<file path="src/rtl/filter_stream_ctrl_if.sv">
// Stream-side bundle for filter_stream_ctrl: upstream samples, the filter
// START/DATA handshake, and the downstream result channel.
interface filter_stream_ctrl_if #(
  parameter int BITWIDTH_DATA = 12
);
  logic [BITWIDTH_DATA-1:0] s_data;
  logic                     s_valid;
  logic                     s_ready;
  logic                     filt_start;
  logic [BITWIDTH_DATA-1:0] filt_data;
  logic                     filt_valid;
  logic [BITWIDTH_DATA-1:0] filt_result;
  logic [BITWIDTH_DATA-1:0] m_data;
  logic                     m_valid;
  logic                     m_ready;

  // controller side
  modport master (
    input  s_data, s_valid, filt_valid, filt_result, m_ready,
    output s_ready, filt_start, filt_data, m_data, m_valid
  );

  // source, filter and sink side
  modport slave (
    output s_data, s_valid, filt_valid, filt_result, m_ready,
    input  s_ready, filt_start, filt_data, m_data, m_valid
  );
endinterface

</file>
<file path="src/rtl/filter_stream_ctrl.sv">
// Upstream controller for the single-multiplier FIR family: buffers samples in a
// FIFO, feeds the filter one sample at a time and forwards each result downstream.
module filter_stream_ctrl #(
  parameter int BITWIDTH_DATA  = 12,
  parameter int FIFO_DEPTH     = 8,
  parameter int TIMEOUT_CYCLES = 1024
) (
  input  logic                        clk,
  input  logic                        rst,
  input  logic                        en,
  filter_stream_ctrl_if.master        bus,
  output logic [$clog2(FIFO_DEPTH):0] fifo_level,
  output logic                        err_timeout
);

  localparam int PTR_W = $clog2(FIFO_DEPTH);
  localparam int LVL_W = PTR_W + 1;
  localparam int TMO_W = $clog2(TIMEOUT_CYCLES + 1);

  typedef enum logic [2:0] {
    S_IDLE,
    S_START,
    S_WAIT_ACK,
    S_WAIT_DONE,
    S_OUTPUT
  } state_t;

  state_t                   state;
  logic [BITWIDTH_DATA-1:0] mem [FIFO_DEPTH];
  logic [PTR_W-1:0]         wr_ptr;
  logic [PTR_W-1:0]         rd_ptr;
  logic [LVL_W-1:0]         level;
  logic [TMO_W-1:0]         tmo_cnt;
  logic                     filt_start_q;
  logic [BITWIDTH_DATA-1:0] filt_data_q;
  logic [BITWIDTH_DATA-1:0] m_data_q;
  logic                     m_valid_q;
  logic                     full;
  logic                     empty;
  logic                     ready;
  logic                     push;
  logic                     launch;
  logic                     timeout_hit;

  assign full        = (level == LVL_W'(FIFO_DEPTH));
  assign empty       = (level == '0);
  // Reset is folded in so the source sees not-ready for the whole reset window.
  assign ready       = en && !rst && !full;
  assign push        = bus.s_valid && ready;
  assign launch      = en && (state == S_IDLE) && !empty && bus.filt_valid;
  assign timeout_hit = (tmo_cnt == TMO_W'(TIMEOUT_CYCLES - 1));

  assign bus.s_ready    = ready;
  assign bus.filt_start = filt_start_q;
  assign bus.filt_data  = filt_data_q;
  assign bus.m_data     = m_data_q;
  assign bus.m_valid    = m_valid_q;
  assign fifo_level     = level;

  always_ff @(posedge clk) begin
    if (push) begin
      mem[wr_ptr] <= bus.s_data;
    end
  end

  // FIFO bookkeeping; a pop only ever happens on launch.
  always_ff @(posedge clk or posedge rst) begin
    if (rst) begin
      wr_ptr <= '0;
      rd_ptr <= '0;
      level  <= '0;
    end else begin
      if (push) begin
        wr_ptr <= wr_ptr + PTR_W'(1);
      end
      if (launch) begin
        rd_ptr <= rd_ptr + PTR_W'(1);
      end
      case ({push, launch})
        2'b10:   level <= level + LVL_W'(1);
        2'b01:   level <= level - LVL_W'(1);
        default: level <= level;
      endcase
    end
  end

  always_ff @(posedge clk or posedge rst) begin
    if (rst) begin
      state        <= S_IDLE;
      filt_start_q <= 1'b0;
      filt_data_q  <= '0;
      m_data_q     <= '0;
      m_valid_q    <= 1'b0;
      err_timeout  <= 1'b0;
      tmo_cnt      <= '0;
    end else if (!en) begin
      // Any in-flight sample is abandoned; the filter resets through its own EN.
      state        <= S_IDLE;
      filt_start_q <= 1'b0;
      m_valid_q    <= 1'b0;
    end else begin
      case (state)
        S_IDLE: begin
          if (launch) begin
            filt_data_q  <= mem[rd_ptr];
            filt_start_q <= 1'b1;
            tmo_cnt      <= '0;
            state        <= S_START;
          end
        end
        S_START: begin
          filt_start_q <= 1'b0;
          state        <= S_WAIT_ACK;
        end
        S_WAIT_ACK: begin
          tmo_cnt <= tmo_cnt + TMO_W'(1);
          if (!bus.filt_valid) begin
            state <= S_WAIT_DONE;
          end else if (timeout_hit) begin
            err_timeout <= 1'b1;
            state       <= S_IDLE;
          end
        end
        S_WAIT_DONE: begin
          tmo_cnt <= tmo_cnt + TMO_W'(1);
          if (bus.filt_valid) begin
            m_data_q  <= bus.filt_result;
            m_valid_q <= 1'b1;
            state     <= S_OUTPUT;
          end else if (timeout_hit) begin
            err_timeout <= 1'b1;
            state       <= S_IDLE;
          end
        end
        S_OUTPUT: begin
          if (bus.m_ready) begin
            m_valid_q <= 1'b0;
            state     <= S_IDLE;
          end
        end
        default: state <= S_IDLE;
      endcase
    end
  end

endmodule

</file>
<file path="src/flat_wrapper.sv">
// flat-port wrapper written by rule: the top's interface ports become plain ports
module filter_stream_ctrl_flat 
#(
  parameter int BITWIDTH_DATA  = 12,
  parameter int FIFO_DEPTH     = 8,
  parameter int TIMEOUT_CYCLES = 1024
)
  (clk, rst, en, fifo_level, err_timeout, bus_s_data, bus_s_valid, bus_filt_valid, bus_filt_result, bus_m_ready, bus_s_ready, bus_filt_start, bus_filt_data, bus_m_data, bus_m_valid);
  filter_stream_ctrl_if #(.BITWIDTH_DATA(BITWIDTH_DATA)) bus_i ();
  input  logic clk;
  input  logic rst;
  input  logic en;
  output logic [$clog2(FIFO_DEPTH):0] fifo_level;
  output logic err_timeout;
  input wire logic [$bits(bus_i.s_data)-1:0] bus_s_data;
  input wire logic [$bits(bus_i.s_valid)-1:0] bus_s_valid;
  input wire logic [$bits(bus_i.filt_valid)-1:0] bus_filt_valid;
  input wire logic [$bits(bus_i.filt_result)-1:0] bus_filt_result;
  input wire logic [$bits(bus_i.m_ready)-1:0] bus_m_ready;
  output wire logic [$bits(bus_i.s_ready)-1:0] bus_s_ready;
  output wire logic [$bits(bus_i.filt_start)-1:0] bus_filt_start;
  output wire logic [$bits(bus_i.filt_data)-1:0] bus_filt_data;
  output wire logic [$bits(bus_i.m_data)-1:0] bus_m_data;
  output wire logic [$bits(bus_i.m_valid)-1:0] bus_m_valid;
  assign bus_i.s_data = bus_s_data;
  assign bus_i.s_valid = bus_s_valid;
  assign bus_i.filt_valid = bus_filt_valid;
  assign bus_i.filt_result = bus_filt_result;
  assign bus_i.m_ready = bus_m_ready;
  assign bus_s_ready = bus_i.s_ready;
  assign bus_filt_start = bus_i.filt_start;
  assign bus_filt_data = bus_i.filt_data;
  assign bus_m_data = bus_i.m_data;
  assign bus_m_valid = bus_i.m_valid;
  filter_stream_ctrl #(.BITWIDTH_DATA(BITWIDTH_DATA), .FIFO_DEPTH(FIFO_DEPTH), .TIMEOUT_CYCLES(TIMEOUT_CYCLES)) u_core (.clk(clk), .rst(rst), .en(en), .bus(bus_i), .fifo_level(fifo_level), .err_timeout(err_timeout));
endmodule
</file>
<file path="config.mk">
export PLATFORM = sky130hd
export DESIGN_NAME = filter_stream_ctrl_flat
export DESIGN_NICKNAME = d
export VERILOG_FILES = /design/src/rtl/filter_stream_ctrl_if.sv /design/src/rtl/filter_stream_ctrl.sv /design/src/flat_wrapper.sv
export SDC_FILE = /design/constraint.sdc
export NUM_CORES = 1
export LEC_CHECK = 0
export CAP_MARGIN = 0
export CORE_MARGIN = 2
export CORE_UTILIZATION = 35
export CTS_CLUSTER_SIZE = 10
export DETAILED_ROUTE_END_ITERATION = 8
export PLACE_DENSITY = 0.63
export SYNTH_ARGS = -nofsm -noshare
export SYNTH_HDL_FRONTEND = slang
export SYNTH_SLANG_ARGS = --single-unit
</file>
<file path="constraint.sdc">
create_clock -name clk -period 3.4 [get_ports clk]
set_clock_uncertainty 0.1 [all_clocks]
set_input_delay 0.68 -clock clk [delete_from_list [all_inputs] [get_ports clk]]
set_output_delay 0.68 -clock clk [all_outputs]
set_load 0.01 [all_outputs]
</file>
Yosys cells after proc, flatten, opt, wreduce, memory -nomap -nowiden --
Memory sizes are Yosys's and may differ from the RTL's. A register that Yosys moved wholly into a read port is not among the register bits. Cells that the tools add are included.
Storage, ports and cells: flip-flop bits (word level) 39, memory bits (writable) 96, input bits 30, output and inout bits 32, logic and storage cells 76, memories kept 1
Operators by class: $add $sub $neg 5, eq/ne operators 16, mux-type cells 23, reductions and logical operators 22
Memories:
- u_core.mem | depth 8, width 12, read ports 1, clocked after Yosys merged registers in 1, write ports 1, line filter_stream_ctrl.sv:29 | logic [BITWIDTH_DATA-1:0] mem [FIFO_DEPTH];
Operators by type and width (count):
- $pmux W11 S2 | 1
- $mux W3 | 6
- $pmux W3 S5 | 1
- $reduce_and A3 Y1 | 4
- $add A11 B1 Y11 const B | 1
- $eq A11 B10 Y1 const B | 1
- $mux W11 | 1
- $mux W1 | 10
- $pmux W4 S2 | 1
- $add A3 B1 Y3 const B | 2
- $eq A3 B2 Y1 const B | 2
- $logic_and A1 B1 Y1 | 6
- $ne A3 B1 Y1 const B | 2
- $ne A3 B3 Y1 const B | 2
- $pmux W1 S2 | 3
- $reduce_bool A2 Y1 | 3
- $add A4 B1 Y4 const B | 1
- $eq A4 B4 Y1 const B | 1
- $logic_not A4 Y1 | 1
- $ne A2 B2 Y1 const B | 2
- $reduce_and A2 Y1 | 2
- $reduce_and A4 Y1 | 1
- $sub A4 B1 Y4 const B | 1
- $eq A3 B1 Y1 const B | 1
- 8 further kinds | 10

Depth between registers and ports, before layout --
Gate-level depths: netlist of the first run.
word-level depth 7, mapped depth 12, gate-level depth less buffers 10

Worst setup path before layout of the first run --
No wires, ideal clock.
path kind input to register, from input port rst, to memory u_core.mem[0][0] (enable), library setup time 0.396 ns, arrival 2.239 ns, data required time 2.904 ns, slack 0.665 ns, stages 4, buffers on the path 0, cell sequence nand2b_1 > a211oi_2 > nand2b_1 > nor3_1
On the way: word-level cells in the longest chain between the ends 6
RTL lines:
- start, declared | line flat_wrapper.sv:11 | input logic rst;
- $logic_not A1 Y1 | line filter_stream_ctrl.sv:48 | assign ready = en && !rst && !full;
- $logic_and A1 B1 Y1 (2 in a row) | line filter_stream_ctrl.sv:48
- $logic_and A1 B1 Y1 | line filter_stream_ctrl.sv:49 | assign push = bus.s_valid && ready;
- $mux W1 | line filter_stream_ctrl.sv:61 | if (push) begin
- $mux W1 (not written as such) | line filter_stream_ctrl.sv:62 | mem[wr_ptr] <= bus.s_data;
- end, declared | line filter_stream_ctrl.sv:29
Every way passes these cells.

Final worst setup path of the first run --
from input port en, to output port bus_s_ready
On the way: word-level cells in the longest chain between the ends 2
RTL lines:
- start, declared | line flat_wrapper.sv:12 | input logic en;
- $logic_and A1 B1 Y1 (2 in a row) | line filter_stream_ctrl.sv:48
- end, declared | line flat_wrapper.sv:20 | output wire logic [$bits(bus_i.s_ready)-1:0] bus_s_ready;
Every way passes these cells.

==> results of run 1 <==
-- registers in the layout (all words and copies together) (netlist names) --
| register | cells |
|---|---|
| u_core.bus.filt_data | 12 |
| u_core.bus.filt_start | 1 |
| u_core.bus.m_data | 12 |
| u_core.bus.m_valid | 1 |
| u_core.err_timeout | 1 |
| u_core.fifo_level | 4 |
| u_core.mem | 96 |
| u_core.rd_ptr | 3 |
| u_core.state | 3 |
| u_core.tmo_cnt | 11 |
| u_core.wr_ptr | 3 |
-- routing by layer --
metal  vias to the layer above  wire length [µm]
li1                       1517                 -
met1                      1684              5030
met2                        59              5880
met3                        11               418
met4                         2               138
met5                         -                11
-- logic make-up (layout without fill, tap and decap cells) --
kind of cell,Yosys count,after routing,share of synthesized area [%]
buf+inv,25,116,2.14
mux,51,51,13.9
flops,147,147,69.6
compound gates,34,34,4.13
xor+xnor,17,17,2.62
fa+ha+maj,6,6,1.26
simple gates,81,81,6.37
-- area by class of cell --
| type | count | share of cell area (%) |
|---|---|---|
| Clock buffer | 20 | 5.89 |
| Clock inverter | 11 | 1.22 |
| Sequential cell | 147 | 56.1 |
| Timing Repair Buffer | 78 | 9.96 |
| Inverter | 7 | 0.354 |
| Tap cell | 220 | 3.71 |
| Multi-Input combinational cell | 189 | 22.8 |
-- placed cells by master (no fill, tap or decap), types with 2 or more instances in the layout --
master and n:
a21oi_1 4, buf_4 17, clkbuf_1 3, clkbuf_16 17
clkdlybuf4s50_1 61, clkinv_1 3, clkinv_2 2, clkinvlp_4 4
dfrtp_1 51, edfxtp_1 96, ha_1 6, inv_1 5
inv_2 2, mux2_2 13, mux2i_1 13, mux4_2 24
nand2_1 30, nand2b_1 6, nand3_1 5, nor2_1 20
nor3_1 7, nor4_1 4, o211a_1 3, o21ai_0 5
o21ai_1 7, o21ai_2 6, xnor2_1 10, xor2_1 6
-- through the flow --
stage	power, mW	area (µm²)	std cells
3_5_place_dp	3.90	6890	641
2_1_floorplan	3.32	5970	361
5_1_grt	5.80	7410	672
3_3_place_gp	3.87	6890	641
6_report	5.50	7410	672
4_1_cts	5.58	7410	672
-- worst max path at each step --
stage                                 endpoint  cells past startpoint
after CTS                          bus_s_ready                      4
after floorplan               u_core.mem[0][0]                      4
final                              bus_s_ready                      4
after global routing      u_core.fifo_level[2]                     11
after global placement    u_core.fifo_level[2]                     11
after detailed placement  u_core.fifo_level[2]                     11
-- Yosys cell counts (all sizes together) (6+ instances only) --
cell	count
inv	7
o21ai	18
mux2	14
nor3	7
edfxtp	96
nand2	30
buf	15
dfrtp	51
ha	6
xor2	6
nand2b	6
nor2	20
mux2i	13
mux4	24
xnor2	11
-- worst max-delay path, cell delays in order --
cell,delay (ns)
clkdlybuf4s50_1,0.63
nand2b_1,0.13
a21oi_1,0.13
clkdlybuf4s50_1,0.56
-- report_power, final --
group          total, mW  leakage (nW)  switching, mW  internal (mW)
logic               1.42         0.947          0.607          0.815
registers           2.42          1.53          0.263           2.15
clock network       1.66         0.244          0.675          0.990
total               5.50          2.72           1.55           3.96
==> summary.md, run 1 <==
| Metric | Value |
|---|---|
| Mean post-synth cell area | `between 15 and 20 µm²` |
| Syn Inst Count | `roughly 360` |
| PortBufs | `between 60 and 70` |
| Layout cell share with drive strength beyond 1 | `20.6%` |
| Warnings, synthesis | `0` |
| Footprint of the multi-input gates | `between 1500 and 2000 µm²` |
| Post-synthesis sequential area ratio | `a little under 70%` |
| CTS Buf Count | `17` |
| Nets | `476` |
| Met2 usage | `between 20% and 30%` |
| Period utilization | `a little under nine tenths` |
| Placeable Area | `~17000 µm²` |
| WL final | `11500 µm` |
| Max-Cap Viols | `0` |
| Fmax | `0.343 GHz` |
| Top cell type's share of synthesized area | `about half` |
| Root Buffer Master | `clkbuf_16` |
| GR Util met1 | `roughly 17%` |
| Final hold vios | `0` |
| RSZ-0062 raised after global routing | `false` |
| HPWL after DPL | `7420 µm` |
| Worst rel slew slack | `about two fifths` |
| Placer Congestion | `between 0.7 and 0.8` |
| Outcome | `finished, final reports clean` |
| Bufs on Longest Clock Path | `2` |
| Tot GR Track Use | `13.7%` |
| Worst Setup Path Type | `in2out` |
| Worst endpoint required time | `approximately 2.6 ns` |
| Max H-tree Level | `4` |
| CTS Sinks | `about 150` |
| Post-synth ARST share | `34.7%` |
| Worst setup margin | `around 0.49 ns` |
| Synth area leaders | `edfxtp_1 48%, dfrtp_1 21%, mux4_2 9.0%, mux2_2 2.5%, mux2i_1 2.2%` |
| Syn Nets | `approximately 400` |
| Cts hold-fix bufs | `0` |
| Worst r2r src | `u_core.fifo_level[1]` |
| P per Cell Area | `roughly 740 nW/µm²` |
| Num ports | `62` |
| Unique masters post-synth | `45` |
| Critical path origin | `en` |
| WL per Instance | `17.1 µm` |
| Setup TNS | `0 ns` |
| Placement Setup Slack | `between 0.15 and 0.2 ns` |
| Worst Path Arrival | `2.13 ns` |
| CTS tree | `yes` |
| First-pass GRT wire length | `~19000 µm` |
| Worst-margin pin slew | `about 0.9 ns` |
| Routed vias | `approximately 3300` |
| Ant. Diodes | `0` |
| FF-to-FF path depth | `10` |
| Min cycle time layout | `2.91 ns` |
| Die area | `roughly 18000 µm²` |
| DRC viols | `0` |
| Lkg Pwr | `around 2.7 nW` |
| Clock-pin slew on the worst setup and hold paths | `roughly 0.060 ns` |
| Register area | `4160 µm²` |
| Max-slew violation count | `0` |
| Vias in the first global route | `around 3600` |
| Hold Path Depth | `1` |
| Startpoint type of the worst setup path | `primary input` |
| Die Ht | `around 130 µm` |
| Area grow syn2layout | `24.1%` |
| Worst min-delay path endpoint | `u_core.err_timeout` |
| Synthesized cell area | `about 6000 µm²` |
| DR pass1 iterations | `4` |
| Met3 Use GR | `~4.2%` |
| Hold WS | `0.363 ns` |
| DRT iter0 DRCs | `221` |
| R2R Setup Slk | `between 0.8 and 0.9 ns` |
| Pin count of the biggest net entering global routing | `52` |
| Most common flop cell mapped by yosys | `edfxtp_1` |
| Initial antenna violation count | `1` |
| Seq cells post-synth | `147` |
| Clock latency at the later pin of the worst-skew pair | `about 0.41 ns` |
| Number of synthesized flops with an enable pin | `96` |
| Grt total ovfl | `0` |
| Critical path peak fanout | `7` |
| Type of the worst min-delay path | `reg2reg` |
| Via density | `~5` |
| Busiest grt layer | `met2` |
| Post-synth top area cell | `edfxtp_1` |
| Die width | `between 100 and 150 µm` |
| Starting Density | `a little over a third` |
| Cts repair resizes | `0` |
| Final ANT Viol Nets | `0` |
| Setup violations, final | `0` |
| R2R Path End | `u_core.fifo_level[2]` |
| FILL cells | `between 1000 and 1500` |
| # Post-CTS Setup Buffers | `0` |
| Peak VDD IR | `roughly 0.46 mV` |
| # rows | `between 40 and 50` |
| Hold Crit Start | `u_core.err_timeout` |
| Final Util | `44.5%` |
| Crit path capture type | `output pin` |
No activity file was read; power rests on OpenSTA's default activity.
==> run 2: changes to the inputs <==
--- a/config.mk
+++ b/config.mk
@@ -6,6 +6,7 @@
 export NUM_CORES = 1
 export LEC_CHECK = 0
 export CAP_MARGIN = 0
+export CORE_ASPECT_RATIO = 0.5
 export CORE_MARGIN = 2
 export CORE_UTILIZATION = 35
 export CTS_CLUSTER_SIZE = 10
==> run 2 against run 1 <==
Effect of this change:
- maximum frequency rose by 4.7%
- hold slack improved by 0.014 ns
- via count fell by 0.46%
- sequential power barely moved
- critical path depth did not move
- register-to-register slack got worse by 0.04 ns
- setup slack improved by 0.13 ns
- non-clock buffer count rose by 7
- core utilization rose by 1.4 points
- wire length fell by 2.3%
- highest routed layer is now met4
==> summary.md, run 2 (same netlist as run 1, synthesis figures left out) <==
| Metric | Value |
|---|---|
| Outcome | `finished, final reports clean` |
| Initial antenna violation count | `0 (-1)` |
| Worst Path Arrival | `2.00 ns (-0.13 ns)` |
| # rows | `33 (-30%)` |
| Period utilization | `81.8% (-3.8 points)` |
| FILL cells | `1466 (+1.9%)` |
| Root Buffer Master | `clkbuf_16` |
| Die width | `189 µm (+40%)` |
| Worst endpoint required time | `2.62 ns (about the same)` |
| Nets | `483 (+1.5%)` |
| CTS Sinks | `147 (unchanged)` |
| Die Ht | `96.4 µm (-28%)` |
| WL final | `11200 µm (-2.3%)` |
| Hold WS | `0.377 ns (+0.0135 ns)` |
| DR pass1 iterations | `4 (unchanged)` |
| Grt total ovfl | `0 (unchanged)` |
| Pin count of the biggest net entering global routing | `29 (-44%)` |
| Setup violations, final | `0 (unchanged)` |
| Type of the worst min-delay path | `reg2reg` |
| Clock latency at the later pin of the worst-skew pair | `0.41 ns (about the same)` |
| HPWL after DPL | `7340 µm (-1.1%)` |
| Footprint of the multi-input gates | `1690 µm² (+0.30%)` |
| Ant. Diodes | `0 (unchanged)` |
| Max H-tree Level | `4 (unchanged)` |
| Min cycle time layout | `2.78 ns (-0.131 ns)` |
| Reg with most FFs | `u_core.mem` |
| Worst Setup Path Type | `in2out` |
| Vias in the first global route | `3268 (-8.0%)` |
| Cts repair resizes | `0 (unchanged)` |
| DRT iter0 DRCs | `228 (+3.2%)` |
| Routed vias | `3258 (-0.46%)` |
| Cts hold-fix bufs | `0 (unchanged)` |
| Lkg Pwr | `2.83 nW (+3.9%)` |
| Worst rel slew slack | `42.0% (+1.8 points)` |
| Register area | `4160 µm² (unchanged)` |
| Most frequent cells in the layout | `96 x edfxtp_1, 61 x clkdlybuf4s50_1, 51 x dfrtp_1, 30 x nand2_1` |
| Placeable Area | `16500 µm² (-0.76%)` |
| Crit path capture type | `output pin` |
| Peak VDD IR | `0.349 mV (-25%)` |
| Critical path peak fanout | `3 (-4)` |
| Setup TNS | `0 ns (unchanged)` |
| Max-slew violation count | `0 (unchanged)` |
| Clock-pin slew on the worst setup and hold paths | `0.06 ns (about the same)` |
| Placer Congestion | `0.687 (-8.5%)` |
| Most common cell after layout, fill and taps aside | `edfxtp_1` |
| Via density | `4.74 (-2.6%)` |
| Tot GR Track Use | `13.4% (-0.33 points)` |
| Final ANT Viol Nets | `0 (unchanged)` |
| First-pass GRT wire length | `18100 µm (-2.9%)` |
| # Post-CTS Setup Buffers | `0 (unchanged)` |
| Bufs on Longest Clock Path | `2 (unchanged)` |
| CTS tree | `yes` |
| Worst-margin pin slew | `0.871 ns (-0.0274 ns)` |
| DRC viols | `0 (unchanged)` |
| Max reg flops | `96 (unchanged)` |
| WL per Instance | `16.3 µm (-4.4%)` |
| Die area | `18200 µm² (+0.35%)` |
| P per Cell Area | `768 nW/µm² (+3.4%)` |
| PortBufs | `61 (unchanged)` |
| Starting Density | `36.2% (+0.27 points)` |
| Max-Cap Viols | `0 (unchanged)` |
| Fmax | `0.360 GHz (+4.7%)` |
| Layout cell share with drive strength beyond 1 | `23.5% (+2.9 points)` |
| Final hold vios | `0 (unchanged)` |
| CTS Buf Count | `17 (unchanged)` |
| Area grow syn2layout | `27.0%` |
| Num ports | `62 (unchanged)` |
| RSZ-0062 raised after global routing | `false` |
| Startpoint type of the worst setup path | `primary input` |
| Final Util | `45.9% (+1.4 points)` |
run 2: cell count changes in the layout (fill, tap and decap cells not counted), sizes merged:
cell,previous run,this run
clkinvlp,4,0
buf,17,24
clkinv,6,2
inv,7,17
bufinv,1,3
clkbuf,20,17
run 2: layer usage:
metal  global-route usage (%)  share of wire [%]  up-vias
met5                        0                  0        -
met4                     3.78                1.0        0
met3                     3.83                4.2        9
met2                     21.8                 48       51
met1                     17.7                 47     1642
li1                         -                  -     1556
run 2: final cells by class:
cell class / instances / share of cell area, %
Clock buffer: 17 / 5.61
Clock inverter: 15 / 2.74
Inverter: 7 / 0.346
Multi-Input combinational cell: 189 / 22.3
Sequential cell: 147 / 54.8
Tap cell: 227 / 3.74
Timing Repair Buffer: 85 / 10.4
run 2: per-stage QoR:
step           worst slack (ns)  cell area [µm²]  cells  total power [mW]
3_5_place_dp              0.230             6950    655              3.90
3_3_place_gp              0.269             6950    655              3.88
4_1_cts                   0.625             7580    687              5.91
2_1_floorplan             0.665             5970    361              3.32
5_1_grt                   0.515             7580    687              6.13
6_report                  0.619             7580    687              5.82
run 2: report_power, final:
| group | switching, mW | leakage, nW | internal [mW] |
|---|---|---|---|
| registers | 0.270 | 1.53 | 2.15 |
| logic | 0.608 | 0.985 | 0.814 |
| clock network | 0.787 | 0.313 | 1.19 |
run 2: critical path, stage by stage:
cell and delay (ns):
clkdlybuf4s50_1 0.53, nand2b_1 0.11, a21oi_1 0.13, clkdlybuf4s50_1 0.55
run 2: path summary, 6_finish.rpt:
kind                                    startpoint                      end  slack, ns  depth (start not counted)
max                                             en              bus_s_ready       0.62                          4
min in group asynchronous                      rst  u_core.bus.filt_data[0]       0.54                          2
max in group asynchronous                      rst     u_core.bus.m_data[4]       2.00                          3
min                        u_core.bus.filt_data[2]  u_core.bus.filt_data[2]       0.38                          2
max reg2reg                   u_core.fifo_level[0]     u_core.fifo_level[2]       0.83                         10
min reg2reg                u_core.bus.filt_data[2]  u_core.bus.filt_data[2]       0.38                          2
==> run 3: changes to the inputs <==
==> constraint.sdc (replaced) <==
create_clock -name clk -period 2.6 [get_ports clk]
set_clock_uncertainty 0.1 [all_clocks]
set_input_delay 0.52 -clock clk [delete_from_list [all_inputs] [get_ports clk]]
set_output_delay 0.52 -clock clk [all_outputs]
set_load 0.01 [all_outputs]
==> run 3 against run 2 <==
Effect of this change:
- wire length is 1.8% higher
- hold slack worse by 0.0012 ns
- critical path depth is 7 higher
- via count is 2.0% higher
- global-route usage is 0.32 points higher
- design area is 2.3% higher
- clock power is 32% higher
- largest power group unchanged
==> summary.md, run 3 (same netlist as run 1, synthesis figures left out) <==
| Metric | Value |
|---|---|
| Min cycle time layout | `between 2 and 2.5 ns` |
| Max reg flops | `96 (unchanged)` |
| Max H-tree Level | `4 (unchanged)` |
| Worst Setup Path Type | `in2reg` |
| Via density | `4.71 (-0.75%)` |
| # rows | `33 (unchanged)` |
| Routed vias | `3323 (+2.0%)` |
| Most frequent cells in the layout | `96 x edfxtp_1, 59 x clkdlybuf4s50_1, 51 x dfrtp_1, 42 x buf_4, 30 x nand2_1` |
| Reg with most FFs | `u_core.mem` |
| PortBufs | `61 (unchanged)` |
| Startpoint type of the worst setup path | `primary input` |
| Critical path peak fanout | `4 (+1)` |
| Cts repair resizes | `1 (+1)` |
| Root Buffer Master | `clkbuf_16` |
| HPWL after DPL | `7640 µm (+4.0%)` |
| Worst endpoint required time | `2.80 ns (+0.18 ns)` |
| Tot GR Track Use | `13.7% (+0.32 points)` |
| Die area | `18200 µm² (unchanged)` |
| Num ports | `62 (unchanged)` |
| Type of the worst min-delay path | `reg2reg` |
| Initial antenna violation count | `0 (unchanged)` |
| Period utilization | `between 90 and 100%` |
| DRC viols | `0 (unchanged)` |
| Starting Density | `36.2% (unchanged)` |
| RSZ-0062 raised after global routing | `false` |
| Clock latency at the later pin of the worst-skew pair | `0.42 ns (about the same)` |
| First-pass GRT wire length | `18500 µm (+2.1%)` |
| Placer Congestion | `0.731 (+6.4%)` |
| Die Ht | `96.4 µm (unchanged)` |
| DR pass1 iterations | `4 (unchanged)` |
| Worst-margin pin slew | `0.609 ns (-0.262 ns)` |
| Clock-pin slew on the worst setup and hold paths | `0.06 ns (about the same)` |
| Pin count of the biggest net entering global routing | `29 (unchanged)` |
| CTS Buf Count | `17 (unchanged)` |
| Cts hold-fix bufs | `0 (unchanged)` |
| Worst Path Arrival | `2.63 ns (+0.63 ns)` |
| Crit path capture type | `flip-flop` |
| # Post-CTS Setup Buffers | `0 (unchanged)` |
| Peak VDD IR | `0.382 mV (+9.3%)` |
| Placeable Area | `16500 µm² (unchanged)` |
| Nets | `502 (+3.9%)` |
| Worst setup margin | `0.172 ns (-0.447 ns)` |
| Lkg Pwr | `2.94 nW (+4.0%)` |
| Area grow syn2layout | `29.9%` |
| DRT iter0 DRCs | `320 (+40%)` |
| Final hold vios | `0 (unchanged)` |
| Layout cell share with drive strength beyond 1 | `26.5% (+3.0 points)` |
| WL final | `11400 µm (+1.8%)` |
| Setup violations, final | `0 (unchanged)` |
| Placement Setup Slack | `-0.352 ns (-0.582 ns)` |
| Ant. Diodes | `0 (unchanged)` |
| Vias in the first global route | `3399 (+4.0%)` |
| CTS Sinks | `147 (unchanged)` |
| Grt total ovfl | `0 (unchanged)` |
| P per Cell Area | `999 nW/µm² (+30%)` |
| Final Power | `7.75 mW (+33%)` |
| Final ANT Viol Nets | `0 (unchanged)` |
| Most common cell after layout, fill and taps aside | `edfxtp_1` |
| Outcome | `finished, final reports clean` |
| Bufs on Longest Clock Path | `2 (unchanged)` |
| WL per Instance | `16.2 µm (-0.98%)` |
| CTS tree | `yes` |
| Fmax | `around 0.4 GHz` |
| Worst rel slew slack | `59.4% (+17 points)` |
| Max-slew violation count | `0 (unchanged)` |
| Max-Cap Viols | `0 (unchanged)` |
| Die width | `189 µm (unchanged)` |
[run 3: changes by cell type in the layout (fill, tap and decap cells not counted), moves of 2 or more]
| cell | before | now |
|---|---|---|
| inv_8 | 5 | 3 |
| clkinv_8 | 0 | 2 |
| buf_4 | 24 | 42 |
| clkdlybuf4s50_1 | 61 | 59 |
[run 3: worst paths after layout]
path	startpoint	to	slack (ns)	cells past startpoint
setup / recovery	en	u_core.fifo_level[2]	0.17	11
hold / removal	u_core.err_timeout	u_core.err_timeout	0.38	1
setup reg to reg	u_core.fifo_level[3]	u_core.fifo_level[2]	0.24	10
hold reg to reg	u_core.err_timeout	u_core.err_timeout	0.38	1
max in group asynchronous	rst	u_core.bus.filt_data[7]	1.34	3
min in group asynchronous	rst	u_core.bus.filt_data[0]	0.40	2
[run 3: metrics by stage]
stage	cells	TNS, ns	hold slack, ns	util [%]	area [µm²]
after floorplan	361	0	0.344	-	5990
after global placement	674	-1.25	0.363	43.1	7120
after detailed placement	674	-1.99	0.369	43.1	7120
after CTS	706	0	0.381	47.0	7760
after global routing	706	0	0.411	47.0	7760
final	706	0	0.376	47.0	7760
[run 3: power breakdown]
part	internal, mW	switching [mW]	total, mW
Clock	1.56	1.06	2.62
Combinational	1.16	0.916	2.07
Sequential	2.81	0.247	3.06
[run 3: routing by layer]
metal,vias up,global-route usage (%),part of all wire [%]
met4,0,6.25,1.2
met5,-,0,0
met3,14,3.00,4.1
met2,57,22.3,47
met1,1674,18.0,47
li1,1578,-,-
[run 3: critical path, cell delays in order]
cell and delay, ns:
clkdlybuf4s50_1 0.53, nand2b_1 0.09, or4_4 0.44, inv_2 0.08, ha_2 0.21, xor2_1 0.08
ha_1 0.18, a21oi_1 0.14, xor2_1 0.16, nor2_1 0.06, xor2_1 0.13
[run 3: layout make-up]
type / instances / area, µm²
fill: 1433 / 8760
sequential: 147 / 4160
multi-input combinational: 189 / 1710
timing repair buffer: 104 / 947
clock buffer: 17 / 425
tap: 227 / 284
clock inverter: 15 / 213
inverter: 7 / 26.3
